`config.mk`:
```
export PLATFORM = sky130hd
export DESIGN_NAME = csr_access_trap_unit
export DESIGN_NICKNAME = d
export VERILOG_FILES = /design/src/rtl/csr_trap_pkg.sv /design/src/rtl/csr_regfile.sv /design/src/rtl/csr_access_trap_unit.sv
export SDC_FILE = /design/constraint.sdc
export NUM_CORES = 1
export LEC_CHECK = 0
export CAP_MARGIN = 30
export CORE_MARGIN = 5
export CORE_UTILIZATION = 48
export DETAILED_ROUTE_END_ITERATION = 8
export GPL_TIMING_DRIVEN = 0
export PLACE_DENSITY = 0.81
export SYNTH_ARGS = -nofsm -noshare
export SYNTH_HDL_FRONTEND = slang
export SYNTH_HIERARCHICAL = 1
export SYNTH_SLANG_ARGS = --single-unit
export TNS_END_PERCENT = 10
```
`constraint.sdc`:
```
create_clock -name clk -period 2.9 [get_ports clk]
set_clock_uncertainty 0.05 [all_clocks]
set_input_delay 0.58 -clock clk [delete_from_list [all_inputs] [get_ports clk]]
set_output_delay 0.58 -clock clk [all_outputs]
set_load 0.005 [all_outputs]
```
`src/rtl/csr_trap_pkg.sv`:
```
// Shared types and constants for the CSR access/trap stage: FSM states,
// CSR addresses, trap cause code and the registered request record.
package csr_trap_pkg;

    localparam int DATA_W = 32;

    localparam logic [11:0] PROT_ADDR     = 12'h064;
    localparam logic [11:0] MSCRATCH_ADDR = 12'h340;
    localparam logic [11:0] MCAUSE_ADDR   = 12'h342;
    localparam logic [11:0] MTVAL_ADDR    = 12'h343;

    localparam logic [DATA_W-1:0] CAUSE_ILLEGAL = 32'd2;

    typedef enum logic [1:0] {
        IDLE  = 2'd0,
        CHECK = 2'd1,
        TRAP  = 2'd2,
        RESP  = 2'd3
    } state_t;

    typedef struct packed {
        logic [11:0]       addr;
        logic              we;
        logic              read;
        logic [DATA_W-1:0] wdata;
        logic [1:0]        priv;
    } csr_req_t;

endpackage

```
`src/rtl/csr_regfile.sv`:
```
// Machine-level CSR storage: combinational read mux, address decode flags,
// committed writes to the writable CSRs and trap updates of mcause/mtval.
module csr_regfile
    import csr_trap_pkg::*;
(
    input  logic              clk,
    input  logic              rst,
    input  logic [11:0]       addr,
    input  logic [DATA_W-1:0] wdata,
    input  logic              we,
    input  logic              trap_we,
    output logic [DATA_W-1:0] rdata,
    output logic              addr_valid,
    output logic              read_only
);

    logic [DATA_W-1:0] prot_q;
    logic [DATA_W-1:0] mscratch_q;
    logic [DATA_W-1:0] mcause_q;
    logic [DATA_W-1:0] mtval_q;

    always_comb begin
        rdata      = '0;
        addr_valid = 1'b1;
        read_only  = 1'b0;
        case (addr)
            PROT_ADDR:     rdata = prot_q;
            MSCRATCH_ADDR: rdata = mscratch_q;
            MCAUSE_ADDR: begin
                rdata     = mcause_q;
                read_only = 1'b1;
            end
            MTVAL_ADDR: begin
                rdata     = mtval_q;
                read_only = 1'b1;
            end
            default:       addr_valid = 1'b0;
        endcase
    end

    // Writes to read-only or unmapped addresses are trapped upstream, so
    // only the two writable CSRs need a write decode here.
    always_ff @(posedge clk) begin
        if (rst) begin
            prot_q     <= '0;
            mscratch_q <= '0;
            mcause_q   <= '0;
            mtval_q    <= '0;
        end else if (trap_we) begin
            mcause_q <= CAUSE_ILLEGAL;
            mtval_q  <= {{(DATA_W-12){1'b0}}, addr};
        end else if (we) begin
            if (addr == PROT_ADDR)     prot_q     <= wdata;
            if (addr == MSCRATCH_ADDR) mscratch_q <= wdata;
        end
    end

endmodule

```
`src/rtl/csr_access_trap_unit.sv`:
```
// CSR access stage: registers a request, consults the external privilege
// checker, then commits or traps. Optional trap counter: CSR_TRAP_COUNT_EN.
module csr_access_trap_unit
    import csr_trap_pkg::*;
(
    input  logic              clk,
    input  logic              rst,
    input  logic              req_valid,
    output logic              req_ready,
    input  logic [11:0]       req_addr,
    input  logic              req_we,
    input  logic              req_read,
    input  logic [DATA_W-1:0] req_wdata,
    input  logic [1:0]        req_priv,
    output logic              chk_csr_we,
    output logic              chk_csr_read,
    output logic [1:0]        chk_priv_lvl,
    output logic [11:0]       chk_csr_addr,
    input  logic              chk_exception,
    output logic              rsp_valid,
    input  logic              rsp_ready,
    output logic [DATA_W-1:0] rsp_rdata,
    output logic              rsp_err,
    output logic              trap_valid,
    output logic [15:0]       trap_count
);

    // Handshakes: a transfer happens on a clock edge where valid && ready;
    // rsp_* stay stable while rsp_valid is high and rsp_ready is low.
    state_t            state;
    csr_req_t          req_q;
    logic [DATA_W-1:0] rf_rdata;
    logic              addr_valid;
    logic              read_only;
    logic              trap_hit;
    logic              commit_we;
    logic              in_check;

    assign in_check     = (state == CHECK);
    assign chk_csr_we   = in_check ? req_q.we   : 1'b0;
    assign chk_csr_read = in_check ? req_q.read : 1'b0;
    assign chk_priv_lvl = in_check ? req_q.priv : 2'd0;
    assign chk_csr_addr = in_check ? req_q.addr : 12'd0;

    assign trap_hit  = chk_exception
                     || ((req_q.we || req_q.read) && !addr_valid)
                     || (req_q.we && read_only);
    assign commit_we = in_check && !trap_hit && req_q.we;

    csr_regfile u_regfile (
        .clk        (clk),
        .rst        (rst),
        .addr       (req_q.addr),
        .wdata      (req_q.wdata),
        .we         (commit_we),
        .trap_we    (state == TRAP),
        .rdata      (rf_rdata),
        .addr_valid (addr_valid),
        .read_only  (read_only)
    );

    always_ff @(posedge clk) begin
        if (rst) begin
            state      <= IDLE;
            req_q      <= '0;
            req_ready  <= 1'b0;
            rsp_valid  <= 1'b0;
            rsp_rdata  <= '0;
            rsp_err    <= 1'b0;
            trap_valid <= 1'b0;
        end else begin
            trap_valid <= 1'b0;
            case (state)
                IDLE: begin
                    req_ready <= 1'b1;
                    if (req_valid && req_ready) begin
                        req_q     <= '{addr: req_addr, we: req_we, read: req_read,
                                       wdata: req_wdata, priv: req_priv};
                        req_ready <= 1'b0;
                        state     <= CHECK;
                    end
                end
                CHECK: begin
                    if (trap_hit) begin
                        trap_valid <= 1'b1;
                        state      <= TRAP;
                    end else begin
                        // rf_rdata is the pre-write value, so read+write returns old data
                        rsp_rdata <= req_q.read ? rf_rdata : '0;
                        rsp_err   <= 1'b0;
                        rsp_valid <= 1'b1;
                        state     <= RESP;
                    end
                end
                TRAP: begin
                    rsp_err   <= 1'b1;
                    rsp_rdata <= '0;
                    rsp_valid <= 1'b1;
                    state     <= RESP;
                end
                RESP: begin
                    if (rsp_ready) begin
                        rsp_valid <= 1'b0;
                        rsp_err   <= 1'b0;
                        rsp_rdata <= '0;
                        req_ready <= 1'b1;
                        state     <= IDLE;
                    end
                end
                default: state <= IDLE;
            endcase
        end
    end

`ifdef CSR_TRAP_COUNT_EN
    logic [15:0] trap_count_q;

    always_ff @(posedge clk) begin
        if (rst) begin
            trap_count_q <= '0;
        end else if (trap_valid && (trap_count_q != 16'hFFFF)) begin
            trap_count_q <= trap_count_q + 16'd1;
        end
    end

    assign trap_count = trap_count_q;
`else
    assign trap_count = 16'd0;
`endif

endmodule

```
* Word level (Yosys, flattened, before mapping) *
Cells that the tools add are included.

word-level totals
  register bits = 163
  latch bits = 0
  bits in writable memories = 0
  memory bits (read-only) = 0
  input port bits = 53
  output and inout bits = 68
  logic and storage cells = 73
  memories kept = 0

cells by class
  $add $sub $neg = 0
  multiply operators = 0
  div/mod/pow operators = 0
  $lt $le $gt $ge = 0
  equality and inequality tests = 10
  shifts and indexed selects = 0
  multiplexer cells = 24
  bitwise logic cells = 2
  reduce and logical (&&, ||, !) cells = 22

operator list
  operator              number
  $pmux 32 s4           1
  $mux 32               3
  $pmux 32 s3           1
  $eq 12x10->1 const B  3
  $eq 12x7->1 const B   1
  $mux 12               1
  $mux 1                11
  $reduce_and 3->1      3
  $pmux 2 s4            1
  $mux 2                3
  $ne 2x2->1 const B    3
  $pmux 1 s3            2
  $reduce_and 2->1      3
  $logic_and 1x1->1     5
  $eq 2x2->1 const B    2
  $reduce_or 2->1       2
  $reduce_or 4->1       1
  $logic_or 1x1->1      3
  $reduce_bool 3->1     1
  $eq 2x1->1 const B    1
  $logic_not 1->1       2
  $logic_not 2->1       1
  $not 1->1             2
  $pmux 1 s2            1
  $reduce_bool 2->1     1

* Logic depth before layout (Yosys ltp) *
  depth after elaboration = 11
  gate-level depth with buffers = 13
  mapped depth without buffers = 9

* Cells and area by module *
The synthesis kept the hierarchy.

by module, submodules not included
  module                times used  cells an instance  area each (sq um)
  csr_regfile           1           396                3837.4
  csr_access_trap_unit  1           422                3603.5

* Worst setup path after synthesis *
Ideal clock, no wire load.

  path kind = reg-to-reg
  start = reg req_q[40] (netlist name)
  end = reg u_regfile.prot_q[0]
  library setup time = 72 ps
  data arrival time = 2693 ps
  data required time = 2778 ps
  setup slack = 85 ps
  cell stages (with the launch flop) = 13
  buffers on the path = 3
  period minus slack after synthesis = 2815 ps
  path through = dfxtp_1 > nor3b_2 > and4_1 > buf_2 > a21o_1 > nand2b_1 > a221oi_4 > and2_1 > nor4b_4 > and4_1 > buf_4 > buf_6 > mux2i_1

between the ends
  longest elaborated chain between the ends = 11

RTL lines
  element                                             line                        text
  start, declared                                     csr_access_trap_unit.sv:31  csr_req_t req_q;
  start signal, assigned                              csr_access_trap_unit.sv:77  req_q <= '{addr: req_addr, we: req_we, read: req_read,
  $eq 12x10->1 / $eq 12x7->1 (equally long branches)  csr_regfile.sv:26           case (addr)
  $reduce_or 4->1 (no line) (*)                       --
  $mux 1 (*)                                          csr_regfile.sv:26
  named net addr_valid                                csr_access_trap_unit.sv:33  logic addr_valid;
  $logic_not 1->1 (*)                                 csr_access_trap_unit.sv:46  || ((req_q.we || req_q.read) && !addr_valid)
  $logic_and 1x1->1 (*)                               csr_access_trap_unit.sv:46
  $logic_or 1x1->1 (*)                                csr_access_trap_unit.sv:46
  $logic_or 1x1->1 (*)                                csr_access_trap_unit.sv:47  || (req_q.we && read_only);
  $logic_not 1->1 (*)                                 csr_access_trap_unit.sv:48  assign commit_we = in_check && !trap_hit && req_q.we;
  $logic_and 1x1->1 (*) (2 in a row)                  csr_access_trap_unit.sv:48
  named net commit_we                                 csr_access_trap_unit.sv:36  logic commit_we;
  $reduce_and 3->1 (no line) (*)                      --
  end signal, assigned                                csr_regfile.sv:53           if (addr == PROT_ADDR) prot_q <= wdata;
  end, declared                                       csr_regfile.sv:17           logic [DATA_W-1:0] prot_q;

The timed path passes the listed nets; every way through them passes the cells marked *.
A chain may end at the register's enable or synchronous reset.

* Worst setup path after layout *
  start = reg req_q[36] (netlist name)
  end = reg u_regfile.prot_q[4]

Same word-level chain as after synthesis.

==> summary.md <==
| Metric | Value |
|---|---|
| Status | completed |
| Total number of vias | around 6000 |
| Largest cells by area after synthesis | dfxtp_1 (44%), mux2i_1 (15%), nand2b_1 (11%), nand2_1 (6.5%), a21oi_1 (3.3%) |
| Core footprint | 15200 sq um |
| Syn Inst Count | 818 |
| Nets | slightly above 1000 |
| Netlist Area Pre-Place | between 7000 and 8000 sq um |
| Routed length per instance | between 15 and 20 microns |
| Final core utilization | between 60% and 70% |
| Max Cap Viol | 0 |
| Hpwl dp | between 10000 and 15000 microns |
| Worst Hold Class | reg -> reg |
| Yosys warning count | 6 |
| DRT Pass-1 Iters | 5 |
| Sequential-to-total area share from yosys stat | 43.85% |
| Crit path from | req_q[36] |
| Clock root cell | clkbuf_16 |
| TritonCTS clock tree | built |
| Initial antenna violation count | 0 |
| Drc violations | 0 |
| Crit-path max cell delay | between 0.3 and 0.4 ns |
| First DRT Iteration DRCs | 438 |
| Initial Util | between 40% and 50% |
| DR top layer | met4 |
| Worst vdd ir | 0.4185 mV |
| WHS Path Cells | 2 |
| Number of global-route vias before repair | 6043 |
| Power per cell area | around 640 nW/um^2 |
| Synth area leader | dfxtp_1 |
| FF-to-FF setup slack | approximately 0.13 ns |
| Avg Inst Size Synth | 9.096 sq um |
| Avg Vias per Cell | roughly 5.2 |
| Maximum clock insertion buffer count | 2 |
| First-pass GRT wire length | 30720 microns |
| # diodes | 0 |
| Met3 routed WL | between 1000 and 1500 microns |
| Gr usage total | around a fifth |
| Crit path cell chain | buf_2, nor2_2, and4_4, a21o_1, nand2b_1, a221oi_4, and2_4, nor4b_4, and4_1, buf_6, buf_12, mux2i_1 |
| Critical path class | reg -> reg |
| CP Launch Type | flop |
| Die Span X | 134.5 microns |
| Ys flop type | dfxtp_1 |
| Antenna viol nets, final | 0 |
| Die H | 134.5 microns |
| Post-synth EDFFs | 0 |
| R2r endpoint | u_regfile/prot_q[4] |
| Later-pin clock latency in the skew report | between 0.4 and 0.5 ns |
| Die ar. | around 18000 sq um |
| Largest net degree at the start of global routing | 17 |
| Count of different cell masters after synthesis | 37 |
| Yosys reg bits | between 150 and 200 |
| Worst path slowest cell | dfxtp_1 |
| Synth top cells by count | dfxtp_1 (163), nand2b_1 (132), nand2_1 (129) |
| H-tree depth | 4 |
| Worst EP arrival | 3.08 ns |
| Final wirelength | ~19000 microns |
| Clk pin slew, worst setup/hold paths | around 0.06 ns |
| Post-layout minimum cycle time | around 2.8 ns |
| Cell with the most instances after synthesis | dfxtp_1 |
| Max Clk Rate | approximately 0.36 GHz |
| Cts bufs inserted | 17 |
| WL met2 | between 8000 and 9000 microns |
| R2R depth | 12 |
| Relative slew margins | between 60% and 70% |
| Critical path endpoint | u_regfile/prot_q[4] |
| Setup crit end kind | flop |
| Global route overflow | 0 |
| Final setup violation count | 0 |
| CTS Sinks | 163 |
| I/O Pins | 121 |
| Pleak | around 0.0035 uW |
| Share of layout cells above drive strength 1 | about a tenth |
| Gpl congestion | approximately 0.83 |
| Hold Vio Cnt, Final | 0 |
| Row cnt | 45 |
| Critical Path RT | 3.20 ns |
| Slew Limit Fails | 0 |
| Worst-margin pin slew | ~0.6 ns |
| Port Buffer Count | just over 100 |
| Setup TNS | 0 ns |
| Metal1 wirelength | just under 9000 microns |
| Tcrit/Tclk final | a little over nine tenths |
| CP Max Fanout | 10 |
| Asr flop ratio synth | 0% |
| Worst R2R Start | req_q[36] |
| Area growth, synth to finish | 27.58% |
| Top-area cell type share of the netlist area | 43.85% |
==> state kept, by name (all words and copies together) (netlist names) <==
signal,flops
rsp_valid,1
req_ready,1
rsp_rdata,32
u_regfile/mtval_q,12
trap_valid,1
u_regfile/mcause_q,1
rsp_err,1
state,2
req_q,48
u_regfile/prot_q,32
u_regfile/mscratch_q,32
==> how the worst min path moves through the flow <==
stage / end / slack (ns) / start
floorplan: req_q[0] / 0.38 / req_q[0]
global placement: req_q[0] / 0.39 / req_q[0]
detailed placement: req_q[1] / 0.39 / req_q[1]
CTS: req_q[1] / 0.40 / req_q[1]
global route: req_q[2] / 0.43 / req_q[2]
finish: req_q[1] / 0.40 / req_q[1]
==> cells by family (layout without fill, tap and decap cells) <==
family	after synthesis	in the layout	synth area share, %
AO/OA/AOI/OAI	88	88	8.088
adder cells (fa/ha/maj)	5	5	0.8408
buffers and inverters	104	248	7.029
flip-flops	163	163	43.85
multiplexers	112	112	15.08
other	1	16	0.05040
AND/OR/NAND/NOR	345	345	25.05
==> what timing repair did <==
action | 4_1_cts | 5_1_grt
setup endpoints to repair | 74 | 72
buffers inserted | 2 | 10
resized for setup | 13 | 19
hold buffers | 0 | 0
pin swaps | 2 | 5
==> final cells by class <==
type	instances	area, sq um
inverter	26	97.59
clock buffer	24	491.7
multi-input combinational	566	3746
buffer	75	449.2
timing repair buffer	115	1125
clock inverter	8	73.82
fill	1291	5709
tap	188	235.2
sequential	163	3274
==> through the flow <==
stage / hold WS, ns / std cells / setup slack [ns] / area [sq um] / power [uW]
floorplan: 0.3817 / 833 / 0.08520 / 7497 / 3448
global placement: 0.3889 / 1124 / -0.5444 / 8763 / 3848
detailed placement: 0.3938 / 1124 / -0.5998 / 8763 / 3874
CTS: 0.4027 / 1158 / -0.03157 / 9379 / 6036
global route: 0.4252 / 1165 / -0.03562 / 9493 / 6318
finish: 0.4018 / 1165 / 0.1285 / 9493 / 6058
==> cell usage in the layout (no fill, tap or decap), types with 11 or more instances in the layout <==
cell type and instances:
clkdlybuf4s50_1 103, buf_4 28, inv_1 24, clkbuf_1 37, nand4_1 14, nor2_1 21
nand2b_1 132, buf_2 14, o221ai_1 11, mux2i_1 111, conb_1 16, nand2_1 129
a22o_1 21, and2_1 18, dfxtp_1 156, nor3b_1 11, clkbuf_16 17, a21oi_1 49
==> where the power goes <==
group | leakage [uW] | total (uW) | internal [uW] | switching [uW]
registers | 0.00132 | 2490 | 2380 | 113
logic | 0.00195 | 1410 | 616 | 798
clock network | 0.000276 | 2150 | 1270 | 884
==> metal layers <==
| layer | vias to the layer above | track usage, % |
|---|---|---|
| li1 | 2995 | - |
| met1 | 2854 | 28.18 |
| met2 | 180 | 34.08 |
| met3 | 27 | 5.179 |
| met4 | 0 | 7.523 |
| met5 | - | 0 |
==> worst max-delay path, delay by kind of cell (launching register included) <==
| family | cells | cell delay, ns |
|---|---|---|
| simple gates | 6 | 1.19 |
| buf+inv | 3 | 0.50 |
| compound gates | 2 | 0.41 |
| flops | 1 | 0.32 |
| mux | 1 | 0.22 |
Power figures use the tool's default switching activity.
